**config.mk**
```make
export PLATFORM = sky130hd
export DESIGN_NAME = uncached_wbuf
export DESIGN_NICKNAME = d
export VERILOG_FILES = /design/src/rtl/uncached_wbuf_pkg.sv /design/src/rtl/uncached_wbuf_fifo.sv /design/src/rtl/uncached_wbuf.sv
export SDC_FILE = /design/constraint.sdc
export NUM_CORES = 1
export LEC_CHECK = 0
export BUFFER_PORTS_ARGS = -buffer_cell sky130_fd_sc_hd__buf_2
export CAP_MARGIN = 30
export CORE_MARGIN = 4
export CORE_UTILIZATION = 54
export DETAILED_ROUTE_END_ITERATION = 10
export PLACE_DENSITY = 0.86
export SYNTH_ARGS = -nofsm -noshare
export SYNTH_HDL_FRONTEND = slang
export SYNTH_SLANG_ARGS = --single-unit
```
**constraint.sdc**
```tcl
create_clock -name clk -period 4.72 [get_ports clk]
set_input_delay 0.944 -clock clk [delete_from_list [all_inputs] [get_ports clk]]
set_output_delay 0.944 -clock clk [all_outputs]
set_load 0.005 [all_outputs]
```
**src/rtl/uncached_wbuf_pkg.sv**
```systemverilog
// rtl/uncached_wbuf_pkg.sv - shared types for the uncached write buffer
// Contents: access size encoding, bridge FSM states, store queue entry.
package uncached_wbuf_pkg;

    typedef enum logic [1:0] {
        SZ_BYTE = 2'd0,
        SZ_HALF = 2'd1,
        SZ_WORD = 2'd2
    } size_e;

    typedef enum logic [2:0] {
        IDLE    = 3'd0,
        WR_ADDR = 3'd1,
        WR_RESP = 3'd2,
        RD_ADDR = 3'd3,
        RD_RESP = 3'd4
    } state_e;

    typedef struct packed {
        logic [31:0] addr;
        size_e       size;
        logic [31:0] wdata;
    } sq_entry_t;

endpackage

```
**src/rtl/uncached_wbuf_fifo.sv**
```systemverilog
// rtl/uncached_wbuf_fifo.sv - store queue FIFO (module ucwb_fifo)
// Ports:
//   clk, rst        clock, asynchronous active-high reset
//   push, push_data write an entry (ignored when full)
//   pop             retire the head entry (ignored when empty)
//   full, empty     occupancy flags, from current pointers only
//   head            oldest entry
module ucwb_fifo
    import uncached_wbuf_pkg::*;
#(
    parameter int  DEPTH   = 4,
    parameter type entry_t = sq_entry_t
) (
    input  logic   clk,
    input  logic   rst,
    input  logic   push,
    input  entry_t push_data,
    input  logic   pop,
    output logic   full,
    output logic   empty,
    output entry_t head
);

    localparam int AW = $clog2(DEPTH);

    // One extra pointer bit distinguishes full from empty.
    logic [AW:0] wr_ptr;
    logic [AW:0] rd_ptr;
    entry_t      mem [DEPTH];

    assign empty = (wr_ptr == rd_ptr);
    assign full  = (wr_ptr[AW] != rd_ptr[AW]) && (wr_ptr[AW-1:0] == rd_ptr[AW-1:0]);
    assign head  = mem[rd_ptr[AW-1:0]];

    always_ff @(posedge clk or posedge rst) begin
        if (rst) begin
            wr_ptr <= '0;
            rd_ptr <= '0;
        end else begin
            if (push && !full) begin
                wr_ptr <= wr_ptr + (AW+1)'(1);
            end
            if (pop && !empty) begin
                rd_ptr <= rd_ptr + (AW+1)'(1);
            end
        end
    end

    always_ff @(posedge clk) begin
        if (push && !full) begin
            mem[wr_ptr[AW-1:0]] <= push_data;
        end
    end

endmodule

```
**src/rtl/uncached_wbuf.sv**
```systemverilog
// rtl/uncached_wbuf.sv - posted uncached store buffer and single-outstanding load bridge
// Optional feature macro: UCWB_STATS_EN (adds stat_stall_cnt).
// Ports:
//   clk, rst                       clock, asynchronous active-high reset
//   cpu_req/wr/size/addr/wdata     uncached access request from the data port
//   cpu_addr_ok                    request accepted (combinational)
//   cpu_data_ok, cpu_rdata         completion pulse and load data (registered)
//   mem_req/wr/size/addr/wdata     memory-side request (registered)
//   mem_addr_ok, mem_data_ok       memory request accept / completion
//   mem_rdata                      read data, valid with mem_data_ok
//   stat_stall_cnt                 saturating refused-request cycle count
module uncached_wbuf
    import uncached_wbuf_pkg::*;
#(
    parameter int DEPTH = 4
) (
    input  logic        clk,
    input  logic        rst,
    input  logic        cpu_req,
    input  logic        cpu_wr,
    input  logic [1:0]  cpu_size,
    input  logic [31:0] cpu_addr,
    input  logic [31:0] cpu_wdata,
    output logic        cpu_addr_ok,
    output logic        cpu_data_ok,
    output logic [31:0] cpu_rdata,
    output logic        mem_req,
    output logic        mem_wr,
    output logic [1:0]  mem_size,
    output logic [31:0] mem_addr,
    output logic [31:0] mem_wdata,
    input  logic        mem_addr_ok,
    input  logic        mem_data_ok,
    input  logic [31:0] mem_rdata
`ifdef UCWB_STATS_EN
    ,
    output logic [31:0] stat_stall_cnt
`endif
);

    state_e      state;
    state_e      state_nxt;
    sq_entry_t   push_entry;
    sq_entry_t   head;
    logic        full;
    logic        empty;
    logic        ld_busy;
    logic        st_accept;
    logic        ld_accept;
    logic        fifo_pop;
    logic        mem_req_d;
    logic        mem_wr_d;
    logic [1:0]  mem_size_d;
    logic [31:0] mem_addr_d;
    logic [31:0] mem_wdata_d;
    logic        cpu_data_ok_d;

    // Stores are refused while a load is in flight so acks stay in request order.
    assign st_accept   = cpu_req & cpu_wr & ~full & ~ld_busy;
    // A load waits for every posted store; an empty queue means none is outstanding.
    assign ld_accept   = cpu_req & ~cpu_wr & empty & (state == IDLE) & ~ld_busy;
    assign cpu_addr_ok = st_accept | ld_accept;

    assign push_entry = '{addr: cpu_addr, size: size_e'(cpu_size), wdata: cpu_wdata};

    ucwb_fifo #(
        .DEPTH   (DEPTH),
        .entry_t (sq_entry_t)
    ) u_fifo (
        .clk       (clk),
        .rst       (rst),
        .push      (st_accept),
        .push_data (push_entry),
        .pop       (fifo_pop),
        .full      (full),
        .empty     (empty),
        .head      (head)
    );

    always_ff @(posedge clk or posedge rst) begin
        if (rst) begin
            state <= IDLE;
        end else begin
            state <= state_nxt;
        end
    end

    always_comb begin
        state_nxt = state;
        case (state)
            IDLE: begin
                if (ld_accept) begin
                    state_nxt = RD_ADDR;
                end else if (!empty) begin
                    state_nxt = WR_ADDR;
                end
            end
            WR_ADDR: if (mem_addr_ok) state_nxt = WR_RESP;
            WR_RESP: if (mem_data_ok) state_nxt = IDLE;
            RD_ADDR: if (mem_addr_ok) state_nxt = RD_RESP;
            RD_RESP: if (mem_data_ok) state_nxt = IDLE;
            default: state_nxt = IDLE;
        endcase
    end

    // mem_* are loaded only when entering an address phase and held otherwise,
    // which keeps them stable until mem_addr_ok. The mem_addr/mem_size registers
    // double as the load latch.
    always_comb begin
        mem_req_d   = (state_nxt == WR_ADDR) || (state_nxt == RD_ADDR);
        mem_wr_d    = mem_wr;
        mem_size_d  = mem_size;
        mem_addr_d  = mem_addr;
        mem_wdata_d = mem_wdata;
        if ((state == IDLE) && (state_nxt == WR_ADDR)) begin
            mem_wr_d    = 1'b1;
            mem_size_d  = head.size;
            mem_addr_d  = head.addr;
            mem_wdata_d = head.wdata;
        end else if (ld_accept) begin
            mem_wr_d    = 1'b0;
            mem_size_d  = cpu_size;
            mem_addr_d  = cpu_addr;
            mem_wdata_d = '0;
        end
        fifo_pop      = (state == WR_RESP) && mem_data_ok;
        cpu_data_ok_d = st_accept || ((state == RD_RESP) && mem_data_ok);
    end

    always_ff @(posedge clk or posedge rst) begin
        if (rst) begin
            mem_req     <= 1'b0;
            mem_wr      <= 1'b0;
            mem_size    <= 2'd0;
            mem_addr    <= '0;
            mem_wdata   <= '0;
            cpu_data_ok <= 1'b0;
            cpu_rdata   <= '0;
            ld_busy     <= 1'b0;
        end else begin
            mem_req     <= mem_req_d;
            mem_wr      <= mem_wr_d;
            mem_size    <= mem_size_d;
            mem_addr    <= mem_addr_d;
            mem_wdata   <= mem_wdata_d;
            cpu_data_ok <= cpu_data_ok_d;
            if ((state == RD_RESP) && mem_data_ok) begin
                cpu_rdata <= mem_rdata;
            end
            // While ld_busy is set the only possible ack is the load's own.
            if (ld_accept) begin
                ld_busy <= 1'b1;
            end else if (cpu_data_ok) begin
                ld_busy <= 1'b0;
            end
        end
    end

`ifdef UCWB_STATS_EN
    always_ff @(posedge clk or posedge rst) begin
        if (rst) begin
            stat_stall_cnt <= '0;
        end else if (cpu_req && !cpu_addr_ok && (stat_stall_cnt != 32'hFFFF_FFFF)) begin
            stat_stall_cnt <= stat_stall_cnt + 32'd1;
        end
    end
`endif

endmodule

```
==> run metrics, run 1 <==
gr ovfl total 0; Unique masters post-synth 43; post-layout util 65.98%; fin nets 1036; CTS sink cnt between 300 and 400; worst slew pin tran ~0.98 ns; Critical Path Start u_fifo.rd_ptr[0]; critical-path cell with the highest stage delay a31oi_1; CTS clk-pin slew, worst paths around 0.06 ns; Startpoint Class flop; drt initial violations approximately 700; synth top area cells edfxtp_1 56%, dfrtp_1 20%, mux4_2 11%, mux2_2 2.6%, a22o_1 2.0%; GRT Resource Usage Total between 20% and 30%; first-pass GRT wire length 45.80 mm; Net Count, Synth 818; # resized after CTS 0; DRC viols 0; total setup buffers inserted after CTS 0; reg2reg start u_fifo.rd_ptr[0]; ys async rst share 29.60%; CTS buffer count 38; Die Footprint ~29000 um^2; setup TNS 0 ns; unrepaired setup endpoints after global routing false; CTS Root Cell clkbuf_16; P_sw between 3 and 4 mW; Avg WL per Cell between 20 and 25 um; Max Clk Rate 297.9 MHz; overall die width about 170 um; DR vias/cell 5.856; PortBufs roughly 200; Buf+Inv Stages, Crit Path 1; top-count cell post-synth edfxtp_1; GP Congestion a little under 0.8; Rows 58; core area between 20000 and 30000 um^2; Max-Slew Margin vs Limit approximately a third; outcome finished clean; Pint a little under 8 mW; Max Slew Vio Count 0; via count around 7500; number of global-route vias before repair between 7000 and 8000; Layout area overhead 19.26%; layout cell share with drive strength beyond 1 between 40% and 50%; CP endpoint cpu_addr_ok; hold bufs inserted after CTS 0; Clk pwr share 26.8%; Setup violations, final 0; Starting Density 55.32%; crit end category primary output; htree depth 2; worst IR drop on VDD 496.7 uV; largest net degree at the start of global routing between 60 and 70; commonest cells in the netlist 264 x edfxtp_1, 111 x dfrtp_1, 66 x mux4_2; share of the synthesized area in the top cell type between 50% and 60%; pwr/cell area between 600 and 700 nW/um^2; cells on worst reg2reg path 4; sequential share of power between 40% and 50%; flop2flop setup slack about 1.9 ns; leakage power between 6 and 7 nW; DR pass1 iterations 5; clock latency on the worst-skew pair 0.53 ns; main flop type after synthesis edfxtp_1; logic gate share of total power just over 30%; Cell Chain, Critical Path xnor2_2 -> a31oi_1 -> nand2b_1 -> buf_2; Top Ports 206; Tmin final between 3 and 4 ns; Post-Syn Area per Cell a little under 20 um^2; Setup CP Type flop to primary output; WL final between 30 and 40 mm; Max Cap Viol 0; DRT antenna net count 0; Synth warnings 0; height of the die between 150 and 200 um; biggest area consumer among synthesized cells edfxtp_1; Fin. Hold Viols 0; sw frac between 30% and 40%; critical path depth 4; CP max stage delay approximately 0.68 ns; flop and latch count out of synthesis 375; Worst Path Required around 3.8 ns; initial antenna violation count 4; Final period util a little under three quarters; worst reg2reg endpoint u_fifo.mem[2][17]; CTS tree yes; register area share after synthesis about 76%; Cells after Synth 709; critical path arrival 2.41 ns; Crit Path Max Fanout 19; Mapped Area around 14000 um^2; HP Class flop to flop; Fin Clk Skew around 0.022 ns; CP delay by family, top compound AO/OA/AOI/OAI gates; clk buf depth 3; EDFF count, synth 264; post-DP HPWL between 15 and 20 mm
[power by group through the flow]
stage               clock network [mW]  registers [mW]  logic (mW)
floorplan                            0            4.73        2.25
global placement                     0            4.76        3.14
detailed placement                   0            4.81        3.36
CTS                               3.02            4.76        3.40
global route                      3.18            4.84        3.67
finish                            2.98            4.75        3.38
[registers in the layout, indices dropped and copies added (netlist names), 2 cells and up]
name           cells
u_fifo.wr_ptr      3
u_fifo.rd_ptr      3
u_fifo.mem       264
mem_wdata         32
mem_size           2
mem_addr          32
cpu_rdata         32
state              3
[cells in the final DEF, fill, tap and decap left out, types with 32 or more instances in the layout]
cell	instances
dfrtp_1	109
nor2_1	35
nor3_1	35
mux2_2	33
clkbuf_16	39
edfxtp_1	264
o22ai_1	34
a22o_1	32
buf_2	205
mux4_2	66
[logic make-up after synthesis]
group / after synthesis / share of synthesized area [%]
xor+xnor: 8 / 0.6590
mux: 99 / 13.22
simple gates: 98 / 3.464
buf+inv: 44 / 1.736
flops: 375 / 76.19
compound gates: 80 / 4.283
fa+ha+maj: 5 / 0.4452
[per-layer routing]
metal  track usage [%]  share of wire (%)  up-vias
met5                 0              0.089        -
met4             5.565                1.9        4
met3             4.403                8.5       46
met2             35.11                 51      353
met1             28.08                 38     3865
li1                  -                  -     3281
[area by class of cell]
cell class / count / area (um^2)
inverter: 4 / 17.52
multi-input combinational: 290 / 3127
sequential: 375 / 10710
clock inverter: 16 / 180.2
fill: 1691 / 8642
clock buffer: 53 / 1059
timing repair buffer: 218 / 1241
tap: 330 / 412.9
antenna: 3 / 7.507
[stage by stage]
step	cells	worst slack, ns	hold WS, ns	instance area (um^2)	power (mW)
3_5_place_dp	1213	1.565	0.4830	15420	8.175
3_3_place_gp	1210	1.704	0.4627	15340	7.908
5_1_grt	1287	1.189	0.5210	16750	11.69
6_report	1289	1.364	0.4905	16760	11.11
4_1_cts	1282	1.360	0.5031	16650	11.18
2_1_floorplan	709	0.8453	0.4483	14050	6.979
[worst min-delay path by stage]
stage,from,to,slack (ns),depth (start not counted)
after floorplan,cpu_data_ok,ld_busy,0.45,1
after CTS,mem_wdata[1],mem_wdata[1],0.50,1
after global placement,cpu_data_ok,ld_busy,0.46,1
after global routing,cpu_rdata[18],cpu_rdata[18],0.52,1
final,cpu_data_ok,ld_busy,0.49,1
after detailed placement,cpu_data_ok,ld_busy,0.48,1
No activity file was read; power rests on OpenSTA's default activity.
==> run 2, diff against run 1 <==
--- a/config.mk
+++ b/config.mk
@@ -8,9 +8,9 @@
 export BUFFER_PORTS_ARGS = -buffer_cell sky130_fd_sc_hd__buf_2
 export CAP_MARGIN = 30
 export CORE_MARGIN = 4
-export CORE_UTILIZATION = 54
+export CORE_UTILIZATION = 51
 export DETAILED_ROUTE_END_ITERATION = 10
-export PLACE_DENSITY = 0.86
+export PLACE_DENSITY = 0.85
 export SYNTH_ARGS = -nofsm -noshare
 export SYNTH_HDL_FRONTEND = slang
 export SYNTH_SLANG_ARGS = --single-unit
==> constraint.sdc (replaced) <==
create_clock -name clk -period 2.7 [get_ports clk]
set_input_delay 0.54 -clock clk [delete_from_list [all_inputs] [get_ports clk]]
set_output_delay 0.54 -clock clk [all_outputs]
set_load 0.005 [all_outputs]
==> run 2 against run 1 <==
  * Register-to-register slack lost 1.4 ns
  * Sequential cell count is the same
  * Clock skew shrank 0.0046 ns
  * First-iteration DRC count shrank 29%
  * Final cell count grew 1.7%
  * Cell area grew 1.5%
  * Clock power grew 83%
  * Highest routed layer unchanged
  * Sequential power grew 73%
  * Total power grew 77%
  * Worst hold slack lost 0.25 ns
==> run metrics, run 2 (synthesized netlist as in run 1, its figures left out) <==
worst reg2reg endpoint mem_size[0]; met1 Track Usage GR a little over a quarter; gr ovfl total 0; Final period util between 90 and 100%; Max Cap Viol 0; first-pass GRT wire length 47.06 mm; CP endpoint cpu_addr_ok; CTS Root Cell clkbuf_16; flop2flop setup slack between 0.4 and 0.5 ns; Crit Path Max Fanout 6; Fin. Hold Viols 0; Max Clk Rate just under 400 MHz; CTS clk-pin slew, worst paths ~0.06 ns; hold depth 1; pwr/cell area about 1200 nW/um^2; setup TNS 0 ns; fin nets between 1000 and 1500; height of the die 174.0 um; worst IR drop on VDD between 600 and 700 uV; WL final 30.51 mm; placed cells ~1200; post-DP HPWL 18.25 mm; GRT met2 Usage between 30% and 40%; Max-Slew Margin vs Limit around 37%; Rows 60; DR vias/cell approximately 5.8; Startpoint Class flop; DR pass1 iterations 5; clk buf depth 3; via count approximately 7500; DRC viols 0; Avg WL per Cell about 23 um; critical path arrival 1.99 ns; outcome finished clean; HP Class primary input to flop; htree depth 2; cells on worst reg2reg path 4; number of global-route vias before repair 8015; drt initial violations 498; GRT met3 Usage slightly below 6%; CTS sink cnt between 300 and 400; Worst Path Required around 2.2 ns; Critical Path Start u_fifo.rd_ptr[0]; Setup violations, final 0; Die Footprint between 30000 and 40000 um^2; clock latency on the worst-skew pair 0.52 ns; crit end category primary output; max reg flops roughly 260; CTS tree yes; worst slew pin tran 0.9433 ns; overall die width 174.0 um; Starting Density approximately 52%; Fin Clk Skew approximately 0.017 ns; DRT antenna net count 0; largest net degree at the start of global routing just under 70; initial antenna violation count 6; Max Slew Vio Count 0; PortBufs approximately 210; CTS buffer count 38; hold_sp cpu_wdata[8]; final non-filler cell total 1311; layout cell share with drive strength beyond 1 a little over two fifths; reg2reg start state[0]; busiest grt layer met2; total setup buffers inserted after CTS 0; unrepaired setup endpoints after global routing false; leakage power ~6.4 nW; core area roughly 27000 um^2; Tmin final between 2 and 3 ns; GRT Resource Usage Total about a fifth; Setup CP Type flop to primary output; commonest non-fill, non-tap cells in the layout 264 x edfxtp_1, 205 x buf_2, 109 x dfrtp_1; commonest non-fill, non-tap cell in the layout edfxtp_1; Top Ports 206; Layout area overhead 21.02%; GP Congestion around 0.74
run 2: cell count changes in the layout (fill, tap and decap cells not counted), sizes merged:
cell	previous run	this run
diode	3	2
clkinv	11	13
buf	218	228
inv	5	3
clkbuf	53	51
dlygate4sd3	0	1
clkinvlp	0	3
run 2: worst min-delay path by stage:
stage / end / slack (ns)
3_3_place_gp: ld_busy / 0.46
6_report: u_fifo.mem[1][8] / 0.24
3_5_place_dp: ld_busy / 0.46
2_1_floorplan: ld_busy / 0.45
5_1_grt: u_fifo.mem[2][4] / 0.22
4_1_cts: u_fifo.mem[0][8] / 0.21
run 2: timing repair:
item                                   in CTS  in global routing
setup endpoints to repair                   1                  0
resized for setup                           1                  0
hold buffers                                1                  0
endpoints found under the hold margin      11                  0
run 2: area by class of cell:
| cell class | count | area, um^2 |
|---|---|---|
| Tap cell | 341 | 426.7 |
| Sequential cell | 375 | 10710 |
| Multi-Input combinational cell | 290 | 3133 |
| Clock buffer | 51 | 1116 |
| Clock inverter | 19 | 212.7 |
| Inverter | 4 | 18.77 |
| Fill cell | 1891 | 10020 |
| Antenna cell | 2 | 5.005 |
| Timing Repair Buffer | 229 | 1379 |
run 2: through the flow:
stage                     total power [mW]  hold slack (ns)  instance area, um^2  util [%]  worst slack (ns)
after floorplan                      12.18           0.4483                14060         -            0.1905
after global placement               14.03           0.4626                15610     57.75            0.3883
after detailed placement             14.35           0.4647                15630     57.82            0.2940
after CTS                            19.88           0.2142                16970     62.80            0.1360
after global routing                 20.73           0.2233                17000     62.91           0.03489
final                                19.70           0.2406                17000     62.92            0.1650
run 2: report_power, final:
part           switching [mW]  leakage, nW  internal, mW
Combinational            3.21         1.99          2.84
Sequential              0.627         3.71          7.58
Clock                    2.13        0.647          3.31
Total                    5.97         6.35          13.7
run 2: worst max-delay path, cell delays in order (launching register included):
cell,delay (ns)
dfrtp_4,0.50
xnor2_2,0.36
and3_1,0.29
nand3_1,0.11
nand2b_1,0.10
buf_2,0.12
run 2: layer usage:
layer  vias up  part of all wire, %
li1       3319                    -
met4        10                  1.7
met2       291                   50
met5         -                 0.19
met1      3876                   40
met3        50                  7.7
==> run 3, diff against run 2 <==
--- a/config.mk
+++ b/config.mk
@@ -5,12 +5,12 @@
 export SDC_FILE = /design/constraint.sdc
 export NUM_CORES = 1
 export LEC_CHECK = 0
-export BUFFER_PORTS_ARGS = -buffer_cell sky130_fd_sc_hd__buf_2
 export CAP_MARGIN = 30
 export CORE_MARGIN = 4
-export CORE_UTILIZATION = 51
+export CORE_UTILIZATION = 45
 export DETAILED_ROUTE_END_ITERATION = 10
-export PLACE_DENSITY = 0.85
+export DONT_BUFFER_PORTS = 1
+export PLACE_DENSITY = 0.72
 export SYNTH_ARGS = -nofsm -noshare
 export SYNTH_HDL_FRONTEND = slang
 export SYNTH_SLANG_ARGS = --single-unit
==> run 3 against run 2 <==
  * Via count is 12% lower
  * Clock skew is 0.0029 ns lower
  * Register-to-register slack better by 0.19 ns
  * Worst hold slack worse by 0.12 ns
  * Maximum frequency is 1.3% lower
  * Critical path type unchanged
==> run metrics, run 3 (synthesized netlist as in run 1, its figures left out) <==
CTS buffer count 38; GRT met3 Usage ~6.8%; CTS Root Cell clkbuf_16; WL final about 29 mm; met1 Track Usage GR about 22%; largest net degree at the start of global routing 69; Setup CP Type flop to primary output; via count 6658; Avg WL per Cell ~25 um; post-DP HPWL between 15 and 20 mm; Fin Clk Skew between 0.01 and 0.015 ns; outcome finished clean; PortBufs 0; Pint 13.19 mW; Rows 64; height of the die between 150 and 200 um; CTS clk-pin slew, worst paths roughly 0.06 ns; Tmin final 2.569 ns; initial antenna violation count 0; Final period util about 95%; GRT Resource Usage Total 16.68%; DR vias/cell about 5.7; clock latency on the worst-skew pair about 0.51 ns; HP Class primary input to flop; Setup violations, final 0; layout cell share with drive strength beyond 1 between 20% and 30%; htree depth 2; Max Clk Rate about 390 MHz; Crit Path Max Fanout 6; Worst Path Required between 2 and 2.5 ns; Finished Cell Area roughly 16000 um^2; number of global-route vias before repair 7014; overall die width roughly 180 um; DRT antenna net count 0; first-pass GRT wire length about 43 mm; multi-input logic area between 3000 and 4000 um^2; Die Footprint ~34000 um^2; Fillers approximately 2300; Starting Density a little under half; gr ovfl total 0; pwr/cell area about 1200 nW/um^2; post-layout util 52.31%; commonest non-fill, non-tap cell in the layout edfxtp_1; sequential share of power a little under half; clk buf depth 3; Clk pwr share 28.3%; sw frac between 20 and 30%; Top Ports around 200; unrepaired setup endpoints after global routing false; critical path arrival roughly 2 ns; setup TNS 0 ns; busiest grt layer met2; logic gate share of total power a little over a quarter; flop2flop setup slack slightly above 0.6 ns; GP Congestion between 0.7 and 0.8; CTS tree yes; leakage power roughly 5.5 nW; commonest non-fill, non-tap cells in the layout 264 x edfxtp_1, 109 x dfrtp_1, 66 x mux4_2; Max Slew Vio Count 0; DRC viols 0; Reg area approximately 11000 um^2; worst slew pin tran roughly 0.9 ns; dpl cell area 14720 um^2; Max-Slew Margin vs Limit 40.47%; P_sw about 5.6 mW; Fin. Hold Viols 0; DR pass1 iterations 5; number of antenna diodes 0; CTS sink cnt around 380; max reg flops around 260; crit end category primary output; Startpoint Class flop; GRT met2 Usage 25.89%; Layout area overhead 14.18%; fin nets 844; Max Cap Viol 0; core area between 30000 and 40000 um^2; worst IR drop on VDD 646.1 uV; drt initial violations ~440
## run 3: path summary, 6_finish.rpt
kind / startpoint / depth (start not counted) / to
max: u_fifo.rd_ptr[0] / 4 / cpu_addr_ok
min: cpu_wdata[26] / 0 / u_fifo.mem[0][26]
max reg2reg: u_fifo.rd_ptr[0] / 4 / u_fifo.mem[1][65]
min reg2reg: cpu_data_ok / 1 / ld_busy
max in group asynchronous: rst / 4 / mem_wdata[11]
min in group asynchronous: rst / 3 / cpu_rdata[14]
## run 3: per-stage QoR
stage,power (mW),std cells,setup WS [ns],hold slack [ns]
after floorplan,12.18,709,0.1905,0.4483
after global placement,13.48,1088,0.5481,0.5222
after detailed placement,13.67,1089,0.5014,0.5219
after CTS,19.09,1157,0.1118,0.09754
after global routing,19.83,1159,0.01431,0.08983
final,18.79,1159,0.1307,0.1176
## run 3: power groups by stage
stage	registers, mW	logic [mW]	clock network, mW
after CTS	8.52	5.10	5.47
after global placement	8.58	4.90	0
final	8.48	5.00	5.31
after detailed placement	8.62	5.05	0
after floorplan	8.24	3.94	0
after global routing	8.63	5.46	5.74
## run 3: cell type report
| class | instances | share of cell area, % |
|---|---|---|
| inverters | 4 | 0.1170 |
| clock inverters | 19 | 1.552 |
| repair buffers | 26 | 2.527 |
| multi-input cells | 290 | 19.50 |
| well taps | 396 | 3.088 |
| clock buffers | 49 | 6.442 |
| flip-flops and latches | 375 | 66.78 |
## run 3: critical path, cell delays in order (launching register included)
cell and delay, ns:
dfrtp_4 0.50, xnor2_2 0.37, a31oi_2 0.25, buf_4 0.22, nand2b_1 0.19
## run 3: repair_timing
action,4_1_cts,5_1_grt
endpoints found under the setup margin,1,0
resized for setup,1,0
hold buffers,0,1
buffers inserted,0,0
endpoints found under the hold margin,0,52
## run 3: layer usage
layer | vias up | share of wire [%]
met5 | - | 0
met4 | 0 | 2.5
met3 | 48 | 12
met2 | 291 | 47
met1 | 3409 | 39
li1 | 2910 | -
